**config.mk**
```make
export PLATFORM = sky130hd
export DESIGN_NAME = ddr_req_arbiter
export DESIGN_NICKNAME = d
export VERILOG_FILES = /design/src/rtl/ddr_req_arbiter_pkg.sv /design/src/rtl/ddr_req_arbiter_rr_arb2.sv /design/src/rtl/ddr_req_arbiter.sv
export SDC_FILE = /design/constraint.sdc
export NUM_CORES = 1
export LEC_CHECK = 0
export BUFFER_PORTS_ARGS = -buffer_cell sky130_fd_sc_hd__buf_4
export CAP_MARGIN = 20
export CORE_AREA = 3 3 104 106
export CTS_BUF_LIST = sky130_fd_sc_hd__clkbuf_4 sky130_fd_sc_hd__clkbuf_8
export DETAILED_ROUTE_END_ITERATION = 10
export DIE_AREA = 0 0 107 109
export PLACE_DENSITY = 0.77
export SLEW_MARGIN = 20
export SYNTH_ARGS = -nofsm -noshare
export SYNTH_HDL_FRONTEND = slang
export SYNTH_SLANG_ARGS = --single-unit
```
**constraint.sdc**
```tcl
create_clock -name clk -period 2.2 [get_ports clk]
set_input_delay 0.44 -clock clk [delete_from_list [all_inputs] [get_ports clk]]
set_output_delay 0.44 -clock clk [all_outputs]
set_load 0.01 [all_outputs]
```
**src/rtl/ddr_req_arbiter_pkg.sv**
```systemverilog
// Shared types and defaults for the ddr_* request arbiter.
// Word type, FSM states, client port ids and the default abort read data.
package ddr_req_arbiter_pkg;

    typedef logic [31:0] rvga_word;

    typedef enum logic [1:0] {
        IDLE = 2'd0,
        BUSY = 2'd1,
        GAP  = 2'd2
    } ddr_arb_state_t;

    typedef enum logic {
        PORT_IF   = 1'b0,
        PORT_DATA = 1'b1
    } ddr_port_t;

    localparam rvga_word    DDR_TIMEOUT_DATA   = 32'hDEAD_BEEF;
    localparam int unsigned DDR_TIMEOUT_CYCLES = 1024;

endpackage

```
**src/rtl/ddr_req_arbiter_rr_arb2.sv**
```systemverilog
// Two-input round-robin arbiter: bit 0 is the fetch port, bit 1 the data port.
// On a tie the port that did not win last time is granted.
module rr_arb2
    import ddr_req_arbiter_pkg::*;
(
    input  logic       clk,
    input  logic       rst_n,
    input  logic [1:0] req_i,
    input  logic       advance_i,
    output logic [1:0] grant_o,
    output ddr_port_t  last_grant_o
);

    ddr_port_t last_q, last_d;

    always_comb begin
        grant_o = 2'b00;
        unique case (req_i)
            2'b01:   grant_o = 2'b01;
            2'b10:   grant_o = 2'b10;
            2'b11:   grant_o = (last_q == PORT_DATA) ? 2'b01 : 2'b10;
            default: grant_o = 2'b00;
        endcase
    end

    always_comb begin
        last_d = last_q;
        if (advance_i && (|req_i)) begin
            last_d = grant_o[1] ? PORT_DATA : PORT_IF;
        end
    end

    // Reset to DATA so that the very first tie goes to the fetch port.
    always_ff @(posedge clk or negedge rst_n) begin
        if (!rst_n) begin
            last_q <= PORT_DATA;
        end else begin
            last_q <= last_d;
        end
    end

    assign last_grant_o = last_q;

endmodule

```
**src/rtl/ddr_req_arbiter.sv**
```systemverilog
// Arbitrates fetch and data clients onto one ddr_* word-memory master,
// holds each request until ddr_resp or watchdog expiry, and routes the response back.
//   state | meaning
//   IDLE  | no transfer; grant and latch a pending request
//   BUSY  | ddr request driven from registers, waiting for ddr_resp or timeout
//   GAP   | one idle cycle with all ddr requests low before the next grant
module ddr_req_arbiter
    import ddr_req_arbiter_pkg::*;
#(
    parameter int unsigned TIMEOUT_CYCLES = DDR_TIMEOUT_CYCLES,
    parameter rvga_word    TIMEOUT_DATA   = DDR_TIMEOUT_DATA
) (
    input  logic        clk,
    input  logic        rst_n,
    input  logic [31:0] if_addr,
    input  logic        if_read,
    output logic [31:0] if_rdata,
    output logic        if_resp,
    input  logic [31:0] mem_addr,
    input  logic        mem_read,
    input  logic        mem_write,
    input  logic [31:0] mem_wdata,
    output logic [31:0] mem_rdata,
    output logic        mem_resp,
    output logic [31:0] ddr_addr,
    output logic        ddr_read,
    output logic        ddr_write,
    output logic [31:0] ddr_wdata,
    input  logic [31:0] ddr_rdata,
    input  logic        ddr_resp,
    output logic        timeout_err
);

    localparam int unsigned WDOG_W = $clog2(TIMEOUT_CYCLES);
    localparam logic [WDOG_W-1:0] WDOG_LAST = WDOG_W'(TIMEOUT_CYCLES - 1);

    ddr_arb_state_t    state_q, state_d;
    ddr_port_t         port_q, port_d;
    logic              rd_q, rd_d;
    logic              wr_q, wr_d;
    rvga_word          addr_q, addr_d;
    rvga_word          wdata_q, wdata_d;
    logic [WDOG_W-1:0] wdog_q, wdog_d;
    logic              terr_q, terr_d;

    logic [1:0] req;
    logic [1:0] grant;
    ddr_port_t  last_grant;
    logic       expire;
    logic       xfer_done;
    rvga_word   rsp_data;

    assign req = {mem_read | mem_write, if_read};

    rr_arb2 u_rr_arb2 (
        .clk          (clk),
        .rst_n        (rst_n),
        .req_i        (req),
        .advance_i    (state_q == IDLE),
        .grant_o      (grant),
        .last_grant_o (last_grant)
    );

    // A response arriving in the expiry cycle counts as a normal completion.
    assign expire    = (state_q == BUSY) && !ddr_resp && (wdog_q == WDOG_LAST);
    assign xfer_done = (state_q == BUSY) && (ddr_resp || expire);

    always_comb begin
        state_d = state_q;
        port_d  = port_q;
        rd_d    = rd_q;
        wr_d    = wr_q;
        addr_d  = addr_q;
        wdata_d = wdata_q;
        wdog_d  = '0;
        terr_d  = terr_q;
        unique case (state_q)
            IDLE: begin
                if (|req) begin
                    state_d = BUSY;
                    if (grant[1]) begin
                        port_d  = PORT_DATA;
                        addr_d  = mem_addr & ~32'h3;
                        wdata_d = mem_wdata;
                        wr_d    = mem_write;
                        rd_d    = mem_read & ~mem_write;
                    end else begin
                        port_d  = PORT_IF;
                        addr_d  = if_addr & ~32'h3;
                        wdata_d = '0;
                        wr_d    = 1'b0;
                        rd_d    = 1'b1;
                    end
                end
            end
            BUSY: begin
                if (xfer_done) begin
                    state_d = GAP;
                    rd_d    = 1'b0;
                    wr_d    = 1'b0;
                    terr_d  = terr_q | expire;
                end else begin
                    wdog_d = wdog_q + WDOG_W'(1);
                end
            end
            GAP:     state_d = IDLE;
            default: state_d = IDLE;
        endcase
    end

    always_ff @(posedge clk or negedge rst_n) begin
        if (!rst_n) begin
            state_q <= IDLE;
            port_q  <= PORT_IF;
            rd_q    <= 1'b0;
            wr_q    <= 1'b0;
            addr_q  <= '0;
            wdata_q <= '0;
            wdog_q  <= '0;
            terr_q  <= 1'b0;
        end else begin
            state_q <= state_d;
            port_q  <= port_d;
            rd_q    <= rd_d;
            wr_q    <= wr_d;
            addr_q  <= addr_d;
            wdata_q <= wdata_d;
            wdog_q  <= wdog_d;
            terr_q  <= terr_d;
        end
    end

    // Aborted reads return the poison word; aborted writes carry no data.
    assign rsp_data = ddr_resp ? ddr_rdata : (rd_q ? TIMEOUT_DATA : '0);

    assign if_resp   = xfer_done && (port_q == PORT_IF);
    assign mem_resp  = xfer_done && (port_q == PORT_DATA);
    assign if_rdata  = if_resp  ? rsp_data : '0;
    assign mem_rdata = mem_resp ? rsp_data : '0;

    assign ddr_addr    = addr_q;
    assign ddr_read    = rd_q;
    assign ddr_write   = wr_q;
    assign ddr_wdata   = wdata_q;
    assign timeout_err = terr_q;

endmodule

```
## Yosys cells after proc, flatten, opt, wreduce, memory -nomap -nowiden

Cells that the tools add are included.

- Register bits after elaboration: 81
- Input bits: 134

- $add $sub $neg: 1
- Equality and inequality tests: 7
- Multiplexer cells: 21
- Bitwise logic cells: 5
- Reductions and logical operators: 15

Operators with widths:

| kind | count |
|---|---|
| 2-to-1 mux 32 bit | 6 |
| 2-to-1 mux 10 bit | 2 |
| adder 10 x 1 -> 10 bit, second input constant | 1 |
| equality test 10 bit, second input constant | 1 |
| logical AND 1 bit | 6 |
| 2-to-1 mux 1 bit | 6 |
| 2-to-1 mux 2 bit | 3 |
| one-hot mux 2 bit (3 select lines) | 1 |
| AND reduction 2 bit | 3 |
| equality test 2 x 1 -> 1 bit, second input constant | 2 |
| equality test 2 bit, second input constant | 2 |
| != test 2 bit, second input constant | 2 |
| one-hot mux 1 bit (2 select lines) | 2 |
| one-hot mux 2 bit (2 select lines) | 1 |
| AND reduction 3 bit | 1 |
| logical NOT 2 bit | 1 |
| inverter 1 bit | 2 |
| bitwise OR 1 bit | 2 |
| nonzero test 2 bit | 1 |
| OR reduction 2 bit | 1 |
| AND 1 bit | 1 |
| logical NOT 1 bit | 1 |
| logical OR 1 bit | 1 |

## Depth between registers and ports, before layout

Gate-level depths: netlist of run 1.

- Depth after elaboration: 7
- Mapped depth: 6
- Depth with buffers taken out: 5

## By module

A second synthesis of run 1 with hierarchy kept.

- Cell total of the unflattened synthesis: 470
- Area, all modules: 4,315.4 um2

By module, submodules not included:

| module | instances | cells each | area each (um2) |
|---|---|---|---|
| ddr_req_arbiter | 1 | 464 | 4,259.1 |
| rr_arb2 | 1 | 6 | 56.3 |

## Least setup slack after synthesis of run 1

No wires, ideal clock.

- Kind: register to output
- Start: reg wdog_q[0]
- End: out if_rdata[10]
- Arrival time: 1.500 ns
- Data required time: 1.760 ns
- Slack: 0.260 ns
- Stages on the path, launching flop included: 7
- Cell sequence: dfrtp_1 -> ha_1 -> and4_1 -> and3_2 -> nand3_2 -> buf_2 -> o21ai_0

- Longest elaborated chain between the ends: 6

Ends and longest elaborated chain:

| what | RTL line | RTL |
|---|---|---|
| start, declared | ddr_req_arbiter.sv:43 | `logic [WDOG_W-1:0] wdog_q, wdog_d;` |
| start signal, assigned | ddr_req_arbiter.sv:128 | `wdog_q <= wdog_d;` |
| equality test 10 bit | ddr_req_arbiter.sv:65 | `assign expire = (state_q == BUSY) && !ddr_resp && (wdog_q == WDOG_LAST);` |
| logical AND 1 bit | ddr_req_arbiter.sv:65 |  |
| logical OR 1 bit | ddr_req_arbiter.sv:66 | `assign xfer_done = (state_q == BUSY) && (ddr_resp \|\| expire);` |
| logical AND 1 bit | ddr_req_arbiter.sv:66 |  |
| logical AND 1 bit | ddr_req_arbiter.sv:136 | `assign if_resp = xfer_done && (port_q == PORT_IF);` |
| 2-to-1 mux 32 bit | ddr_req_arbiter.sv:138 | `assign if_rdata = if_resp ? rsp_data : '0;` |
| end, declared | ddr_req_arbiter.sv:17 | `output logic [31:0] if_rdata,` |

Every way passes these cells.

## Worst setup path in the final report of run 1

- Start: reg wdog_q[0]
- End: out mem_rdata[13]

- Longest elaborated chain between the ends: 6

Ends and longest elaborated chain:

| what | RTL line | RTL |
|---|---|---|
| equality test 10 bit | ddr_req_arbiter.sv:65 |  |
| logical AND 1 bit | ddr_req_arbiter.sv:65 |  |
| logical OR 1 bit | ddr_req_arbiter.sv:66 |  |
| logical AND 1 bit | ddr_req_arbiter.sv:66 |  |
| logical AND 1 bit | ddr_req_arbiter.sv:137 | `assign mem_resp = xfer_done && (port_q == PORT_DATA);` |
| 2-to-1 mux 32 bit | ddr_req_arbiter.sv:139 | `assign mem_rdata = mem_resp ? rsp_data : '0;` |
| end, declared | ddr_req_arbiter.sv:23 | `output logic [31:0] mem_rdata,` |

Every way passes these cells.

==> flow_metrics.py, run 1 <==
metrics = {
    "sta": {
        "finClkSkew_ns": 0.01233,
        "finalHoldViolations": 0,
        "setup_ws_ns": -0.1699,
        "tightest_slew_ns": 0.5190,
        "rsz0062_at_grt": "yes",
        "slew_viol_final": 0,
        "holdWs_ns": 0.05738,
        "max_freq_ghz": 0.4220,
        "finalSetupViolCount": 50,
        "maxSlewHeadroom": 0.6540,
        "min_period_ns": 2.370,
        "finalCritPeriodShare": 1.077,
    },
    "floorplanning": {
        "coreArea_sq_um": 9864,
        "die_y_microns": 109,
        "fp.dieArea_sq_um": 11660,
        "pin_count": 267,
        "die_w_microns": 107,
        "rows": 36,
        "start_util": 0.4061,
    },
    "cts": {
        "clk_pin_slew_ns": 0.09,
        "cts_tree": "done",
        "cts_hold_buf": 0,
        "h-tree-depth": 3,
        "root_buffer": "clkbuf_8",
        "numCtsBuffers": 9,
        "ctsLongestPathBuffers": 2,
        "cts_sinks": 79,
        "clk_latency_ns": 0.35,
    },
    "synthesis": {
        "synth_top_cell_area_share": 0.4872,
        "synth.area.top_cells": "dfrtp_1, o21ai_0, nand2_1",
        "synth_area_sq_um": 4006,
        "synthTopCellsByCount": "nand2_1, o21ai_0, dfrtp_1",
        "synth_most_common_cell": "nand2_1",
        "synthCells": 459,
        "synth_flop_cell": "dfrtp_1",
        "synth_top_cell_by_area": "dfrtp_1",
        "ys_seq_area_frac": 0.4938,
        "synth_cell_types": 39,
        "yosysWarnings": 0,
        "synth_edf_count": 0,
        "syn_area_per_cell_sq_um": 8.728,
        "ys_seq_elements": 79,
        "async_flop_share": 1.000,
    },
    "global_route": {
        "antenna_found_initial": 0,
        "grtUsageTotal": 0.2225,
        "grt_max_degree": 65,
        "grt_overflow": 0,
        "grt_pass1_vias": 4161,
        "grt_pass1_wl_microns": 20520,
    },
    "pwr": {
        "peakVddDrop_v": 0.0007497,
        "power.leakage_uw": 0.003441,
        "total_power_uw": 7351,
        "powerDensity_nw_per_um2": 1102,
    },
    "finish": {
        "nFillCells": 774,
        "syn_to_final_growth_pct": 66.43,
        "finalInstanceArea_sq_um": 6668,
        "drive_gt1_frac": 0.4834,
        "nets": 854,
        "n_antenna_cell": 0,
        "final_cells": 857,
    },
    "critical_path": {
        "cp_top_family": "simple AND/OR/NAND/NOR gates",
        "r2r-end": "ddr_wdata[8]$_DFFE_PN0P_",
        "rrSetupSlack_ns": 0.57,
        "path_depth": 6,
        "worstPathMaxFanout": 6,
        "critPathBufInv": 1,
        "worst_setup_path_end_kind": "primary output",
        "slowest_stage": "dfrtp_1",
        "r2r_cells": 6,
        "cp_cell_sequence": "ha_2 -> and4_4 -> and3_4 -> nand3_4 -> o21ai_1 -> buf_4",
        "slowest_delay_ns": 0.39,
        "critPathLaunchType": "register",
        "critPathKind": "reg -> out",
        "critical_path.startpoint": "wdog_q[0]$_DFF_PN0_",
        "worst_ep_required_time_ns": 1.76,
        "critPathArrivalTime_ns": 1.93,
        "r2r-start": "state_q[1]$_DFFE_PN0P_",
    },
    "drt": {
        "firstDrtPassIters": 5,
        "vias_per_cell": 5.076,
        "ant_nets": 0,
        "drt_wl_total_microns": 13870,
        "vias": 4350,
        "drcViolationCount": 0,
        "wire_per_inst_microns": 16.19,
        "drt_iter0_markers": 346,
    },
    "placed_design": {
        "place_congestion": 0.8333,
        "dp_worst_setup_slack_ns": 0.04558,
        "io_buffers": 260,
        "dpl.hpwl_microns": 9609,
        "dpl.cell_count": 827,
        "placed_cell_area_sq_um": 6076,
    },
    "run_status": {
        "violations": "negative setup slack",
        "status": "finished, violations left",
    },
    "min_path": {
        "hold_class": "in -> async",
    },
    "run": {
        "maxCapViolCount": 0,
    },
}
## worst max-delay path by stage
stage	end	slack, ns
after floorplan	if_rdata[10]	0.26
after global placement	mem_rdata[23]	0.11
after detailed placement	if_rdata[9]	0.05
after CTS	if_rdata[9]	-0.13
after global routing	mem_rdata[13]	-0.24
final	mem_rdata[13]	-0.17
## flip-flops by register name (all words and copies together) (netlist names)
register,flops
ddr_read,1
u_rr_arb2.last_grant_o,1
timeout_err,1
ddr_wdata,32
wdog_q,10
ddr_addr,30
port_q,1
ddr_write,1
state_q,2
## cells in the final DEF, fill, tap and decap left out, types with 3 or more instances in the layout
cell type	instances
clkinvlp_4	3
o21ai_0	81
o21ai_1	11
clkbuf_8	10
o21ai_2	21
dfrtp_1	76
nand2_1	123
nor2_1	16
nand3_1	3
and3_1	10
inv_1	3
mux2i_1	30
and3_4	7
nand3_4	8
buf_6	10
buf_12	4
xor2_1	4
buf_4	264
## report_power, final
group	switching [uW]	internal [uW]	total, uW	leakage [uW]
clock network	537	558	1100	0.0000947
logic	1980	1790	3780	0.00234
registers	395	2080	2480	0.00101
## kinds of logic after synthesis
kind of cell	Yosys count	synth area share
adder cells (fa/ha/maj)	1	0.003123
other	1	0.0009360
AO/OA/AOI/OAI	123	0.1649
XOR/XNOR	6	0.01312
AND/OR/NAND/NOR	177	0.1918
buffers and inverters	40	0.05184
multiplexers	32	0.08057
flip-flops	79	0.4938
## stage by stage
| stage | setup TNS [ns] | util |
|---|---|---|
| 4_1_cts | -4.843 | 0.6580 |
| 3_5_place_dp | 0 | 0.6159 |
| 3_3_place_gp | 0 | 0.6159 |
| 5_1_grt | -8.630 | 0.6759 |
| 6_report | -5.284 | 0.6759 |
| 2_1_floorplan | 0 | - |
## layer usage
metal | up-vias | track usage | part of all wire
li1 | 2083 | - | -
met4 | 0 | 0.08219 | 0.027
met1 | 2033 | 0.2445 | 0.36
met5 | - | 0 | 0
met2 | 210 | 0.4033 | 0.52
met3 | 24 | 0.07046 | 0.094
## layout make-up
| class | instances | area, sq um | area share |
|---|---|---|---|
| Clock inverter | 6 | 70.07 | 0.01051 |
| Tap cell | 133 | 166.4 | 0.02496 |
| Sequential cell | 79 | 1981 | 0.2971 |
| Inverter | 3 | 11.26 | 0.001689 |
| Clock buffer | 10 | 137.6 | 0.02064 |
| Timing Repair Buffer | 278 | 2175 | 0.3261 |
| Multi-Input combinational cell | 348 | 2127 | 0.3190 |
## repair_timing
item | in CTS | in global routing
buffers inserted | 2 | 5
setup endpoints to repair | 50 | 66
cloned | 7 | 0
endpoints found under the hold margin | 0 | 0
gates resized for setup | 45 | 42
pin swaps | 3 | 9
(Power assumes the default switching activity.)
==> run 2, diff against run 1 <==
--- a/config.mk
+++ b/config.mk
@@ -12,6 +12,7 @@
 export DETAILED_ROUTE_END_ITERATION = 10
 export DIE_AREA = 0 0 107 109
 export PLACE_DENSITY = 0.77
+export RECOVER_POWER = 100
 export SLEW_MARGIN = 20
 export SYNTH_ARGS = -nofsm -noshare
 export SYNTH_HDL_FRONTEND = slang
==> flow_metrics.py, run 2 (synthesis results as in run 1) <==
metrics = {
    "run_status": {
        "status": "finished, violations left",
        "violations": "negative setup slack",
    },
    "cts": {
        "clk_latency_ns": 0.35,
        "numCtsBuffers": 9,
        "root_buffer": "clkbuf_8",
        "ctsLongestPathBuffers": 2,
        "clk_pin_slew_ns": 0.09,
        "h-tree-depth": 3,
        "cts_sinks": 79,
        "cts_tree": "done",
    },
    "pwr": {
        "seqPwrFrac": 0.337,
        "pwr-share-comb": 0.513,
        "power.leakage_uw": 0.003435,
        "powerDensity_nw_per_um2": 1105,
        "peakVddDrop_v": 0.0007496,
        "p_sw_uw": 2916,
        "intPower_uw": 4432,
        "switching_share": 0.3969,
        "clkPwrFrac": 0.149,
    },
    "drt": {
        "drt_wl_total_microns": 13850,
        "vias_per_cell": 5.072,
        "drt_iter0_markers": 346,
        "drcViolationCount": 0,
        "vias": 4347,
        "firstDrtPassIters": 5,
        "ant_nets": 0,
        "wire_per_inst_microns": 16.16,
    },
    "floorplanning": {
        "rows": 36,
        "coreArea_sq_um": 9864,
        "die_y_microns": 109,
        "pin_count": 267,
        "fp.dieArea_sq_um": 11660,
        "start_util": 0.4061,
        "die_w_microns": 107,
    },
    "finish": {
        "nets": 854,
        "drive_gt1_frac": 0.4834,
        "layout_commonest_cell": "buf_4",
        "largest_reg_flops": 32,
        "n_antenna_cell": 0,
        "finalInstanceArea_sq_um": 6650,
        "syn_to_final_growth_pct": 65.99,
        "layout_common_cells": "buf_4, nand2_1, o21ai_0, dfrtp_1, mux2i_1",
    },
    "global_route": {
        "antenna_found_initial": 0,
        "grt_pass1_wl_microns": 20520,
        "grt_overflow": 0,
        "grtUsageTotal": 0.2225,
        "grt_pass1_vias": 4161,
        "grt_max_degree": 65,
    },
    "sta": {
        "finClkSkew_ns": 0.01088,
        "rsz0062_at_grt": "yes",
        "finalCritPeriodShare": 1.079,
        "setup_ws_ns": -0.1741,
        "slew_viol_final": 0,
        "tightest_slew_ns": 1.025,
        "holdWs_ns": 0.2369,
        "tns_ns": -5.296,
        "finalSetupViolCount": 50,
        "maxSlewHeadroom": 0.3169,
        "finalHoldViolations": 0,
        "min_period_ns": 2.374,
        "max_freq_ghz": 0.4212,
    },
    "placed_design": {
        "place_congestion": 0.8333,
        "io_buffers": 260,
        "dp_worst_setup_slack_ns": 0.04558,
        "placed_cell_area_sq_um": 6076,
        "dpl.hpwl_microns": 9609,
    },
    "critical_path": {
        "r2r-start": "state_q[1]$_DFFE_PN0P_",
        "critPathLaunchType": "register",
        "r2r_cells": 6,
        "critPathArrivalTime_ns": 1.93,
        "worst_ep_required_time_ns": 1.76,
        "worstPathMaxFanout": 6,
        "worst_setup_path_end_kind": "primary output",
        "critical_path.startpoint": "wdog_q[0]$_DFF_PN0_",
        "critPathKind": "reg -> out",
    },
    "run": {
        "maxCapViolCount": 0,
    },
    "min_path": {
        "hold_class": "in -> async",
    },
}
## run 2: cell types whose count changed in the layout (fill, tap and decap cells not counted), sizes merged
| cell | change |
|---|---|
| buf | -2 |
| clkbuf | +2 |
## run 2: area by class of cell
cell class,count,area [sq um]
clock inverters,6,70.07
clock buffers,10,137.6
well taps,133,166.4
fillers,777,3214
repair buffers,278,2157
inverters,3,11.26
multi-input cells,348,2127
flip-flops and latches,79,1981
## run 2: what timing repair did
item | 4_1_cts | 5_1_grt
setup buffers | 2 | 5
resized for setup | 45 | 42
hold buffers | 0 | 0
cloned | 7 | 0
pin swaps | 3 | 9
endpoints found under the setup margin | 50 | 66
## run 2: metrics by stage
step                      power [uW]  utilization  cells
after CTS                       7264       0.6580    852
after global routing            7906       0.6742    857
after detailed placement        5977       0.6159    827
final                           7348       0.6742    857
after global placement          5869       0.6159    827
after floorplan                 4151            -    460
## run 2: final timing paths
check | to | slack (ns)
worst max-delay path | mem_rdata[13] | -0.17
worst min-delay path | ddr_wdata[23]$_DFFE_PN0P_ | 0.24
worst max register to register | ddr_wdata[8]$_DFFE_PN0P_ | 0.57
worst min register to register | timeout_err$_DFFE_PN0P_ | 0.46
max in group asynchronous | ddr_addr[13]$_DFFE_PN0P_ | 0.40
min in group clk | ddr_wdata[14]$_DFFE_PN0P_ | 0.33
## run 2: worst max-delay path, cell delays in order (launching register included)
cell	delay [ns]
dfrtp_1	0.39
ha_2	0.19
and4_4	0.22
and3_4	0.32
nand3_4	0.15
o21ai_1	0.16
buf_4	0.16
## run 2: power groups by stage
stage	clock network (uW)	logic (uW)	registers [uW]
after floorplan	0	1450	2700
after global placement	0	3430	2440
after detailed placement	0	3500	2470
after CTS	1140	3670	2460
after global routing	1190	4160	2560
final	1100	3770	2480
## run 2: per-layer routing
metal  vias to the layer above  routed length (microns)  track usage
li1                       2083                        -            -
met5                         -                        0            0
met2                       211                     7223       0.4033
met4                         0                      393      0.08219
met1                      2027                     4937       0.2445
met3                        26                     1297      0.07046
==> run 3, diff against run 2 <==
--- a/config.mk
+++ b/config.mk
@@ -7,11 +7,13 @@
 export LEC_CHECK = 0
 export BUFFER_PORTS_ARGS = -buffer_cell sky130_fd_sc_hd__buf_4
 export CAP_MARGIN = 20
-export CORE_AREA = 3 3 104 106
+export CELL_PAD_IN_SITES_DETAIL_PLACEMENT = 2
+export CELL_PAD_IN_SITES_GLOBAL_PLACEMENT = 2
+export CORE_MARGIN = 3
+export CORE_UTILIZATION = 23
 export CTS_BUF_LIST = sky130_fd_sc_hd__clkbuf_4 sky130_fd_sc_hd__clkbuf_8
 export DETAILED_ROUTE_END_ITERATION = 10
-export DIE_AREA = 0 0 107 109
-export PLACE_DENSITY = 0.77
+export PLACE_DENSITY_LB_ADDON = 0.1
 export RECOVER_POWER = 100
 export SLEW_MARGIN = 20
 export SYNTH_ARGS = -nofsm -noshare
==> flow_metrics.py, run 3 (synthesis results as in run 1) <==
metrics = {
    "finish": {
        "n_antenna_cell": 0,
        "finalInstanceArea_sq_um": 6994,
        "syn_to_final_growth_pct": 74.58,
        "drive_gt1_frac": 0.5007,
        "layout_common_cells": "buf_4, nand2_1, dfrtp_1, o21ai_0, o21ai_2",
        "final_util": 0.4159,
        "layout_commonest_cell": "buf_4",
        "nets": 861,
        "largest_reg_flops": 32,
    },
    "min_path": {
        "hold_class": "in -> reg",
        "min_path_cells": 3,
        "min_from": "mem_wdata[28]",
    },
    "run_status": {
        "status": "finished, violations left",
        "violations": "negative setup slack",
    },
    "critical_path": {
        "critPathArrivalTime_ns": 1.89,
        "cp_cell_sequence": "ha_4 -> and4_1 -> and3_4 -> nand3_4 -> buf_12 -> buf_16 -> o21ai_2 -> buf_4",
        "r2r_cells": 9,
        "critical_path.startpoint": "wdog_q[0]$_DFF_PN0_",
        "r2r-start": "wdog_q[0]$_DFF_PN0_",
        "worst_ep_required_time_ns": 1.76,
        "slowest_delay_ns": 0.40,
        "slowest_stage": "dfrtp_1",
        "worst_setup_path_end_kind": "primary output",
        "critPathKind": "reg -> out",
        "critPathLaunchType": "register",
        "worstPathMaxFanout": 5,
    },
    "sta": {
        "rsz0062_at_grt": "yes",
        "setup_ws_ns": -0.1344,
        "min_period_ns": 2.334,
        "tightest_slew_ns": 0.9766,
        "finalSetupViolCount": 45,
        "finalHoldViolations": 0,
        "finalCritPeriodShare": 1.061,
        "finClkSkew_ns": 0.009540,
        "maxSlewHeadroom": 0.3489,
        "slew_viol_final": 0,
        "holdWs_ns": 0.3352,
        "max_freq_ghz": 0.4284,
    },
    "global_route": {
        "grt_overflow": 0,
        "antenna_found_initial": 0,
        "grt_pass1_wl_microns": 26020,
        "grt_pass1_vias": 4869,
        "grt_max_degree": 72,
        "grtUsageTotal": 0.1742,
    },
    "floorplanning": {
        "die_w_microns": 138.0,
        "start_util": 0.2382,
        "coreArea_sq_um": 16820,
        "fp.dieArea_sq_um": 19040,
        "rows": 47,
        "pin_count": 267,
        "die_y_microns": 138.0,
    },
    "placed_design": {
        "dp_worst_setup_slack_ns": -0.1196,
        "io_buffers": 260,
        "dpl.hpwl_microns": 12520,
        "place_congestion": 0.7331,
        "placed_cell_area_sq_um": 6245,
    },
    "cts": {
        "h-tree-depth": 3,
        "numCtsBuffers": 9,
        "clk_pin_slew_ns": 0.08,
        "cts_tree": "done",
        "ctsLongestPathBuffers": 2,
        "clk_latency_ns": 0.35,
        "root_buffer": "clkbuf_8",
        "cts_sinks": 79,
    },
    "pwr": {
        "power.leakage_uw": 0.003569,
        "peakVddDrop_v": 0.0004317,
        "powerDensity_nw_per_um2": 1077,
        "total_power_uw": 7530,
    },
    "drt": {
        "drcViolationCount": 0,
        "firstDrtPassIters": 4,
        "vias": 4432,
        "drt_iter0_markers": 80,
        "drt_wl_total_microns": 17520,
        "ant_nets": 0,
        "vias_per_cell": 4.660,
        "wire_per_inst_microns": 18.42,
    },
    "run": {
        "maxCapViolCount": 0,
    },
}
run 3: path summary, 6_finish.rpt:
| path | end | slack, ns |
|---|---|---|
| max in group asynchronous | state_q[0]$_DFFE_PN0P_ | 0.45 |
| worst min-delay path | ddr_wdata[28]$_DFFE_PN0P_ | 0.34 |
| worst max-delay path | mem_rdata[18] | -0.13 |
| min in group asynchronous | ddr_addr[7]$_DFFE_PN0P_ | 0.46 |
| worst min register to register | timeout_err$_DFFE_PN0P_ | 0.48 |
| worst max register to register | state_q[1]$_DFFE_PN0P_ | 0.52 |
run 3: final cells by class:
| cell class | instances | area, sq um |
|---|---|---|
| fillers | 1856 | 9824 |
| repair buffers | 289 | 2341 |
| multi-input cells | 344 | 2188 |
| flip-flops and latches | 79 | 1981 |
| well taps | 220 | 275.3 |
| clock buffers | 13 | 153.9 |
| clock inverters | 3 | 43.79 |
| inverters | 3 | 11.26 |
run 3: where the power goes:
part | switching [uW] | internal (uW)
combinational | 2170 | 1800
sequential | 391 | 2080
clock | 515 | 577
run 3: per-stage QoR:
step / TNS, ns / std cells
after global placement: -0.001964 / 917
after detailed placement: -1.801 / 917
after floorplan: 0 / 460
after global routing: -9.861 / 951
after CTS: -7.136 / 949
final: -4.462 / 951
run 3: per-layer routing:
metal	global-route usage	up-vias	wire length (microns)
met5	0	-	0
met4	0.04720	0	257
met3	0.06567	17	1718
met2	0.3232	176	9452
met1	0.1841	2152	6088
li1	-	2087	-
run 3: worst max-delay path, delay by kind of cell (launching register included):
| family | cells | cell delay, ns |
|---|---|---|
| buf+inv | 3 | 0.43 |
| simple gates | 3 | 0.52 |
| flops | 1 | 0.40 |
| fa+ha+maj | 1 | 0.14 |
| compound gates | 1 | 0.05 |
run 3: what timing repair did:
item,4_1_cts,5_1_grt
hold buffers,1,0
cloned,5,1
pin swaps,4,3
setup buffers,10,3
endpoints found under the hold margin,3,0
setup endpoints to repair,50,66
resized for setup,98,40
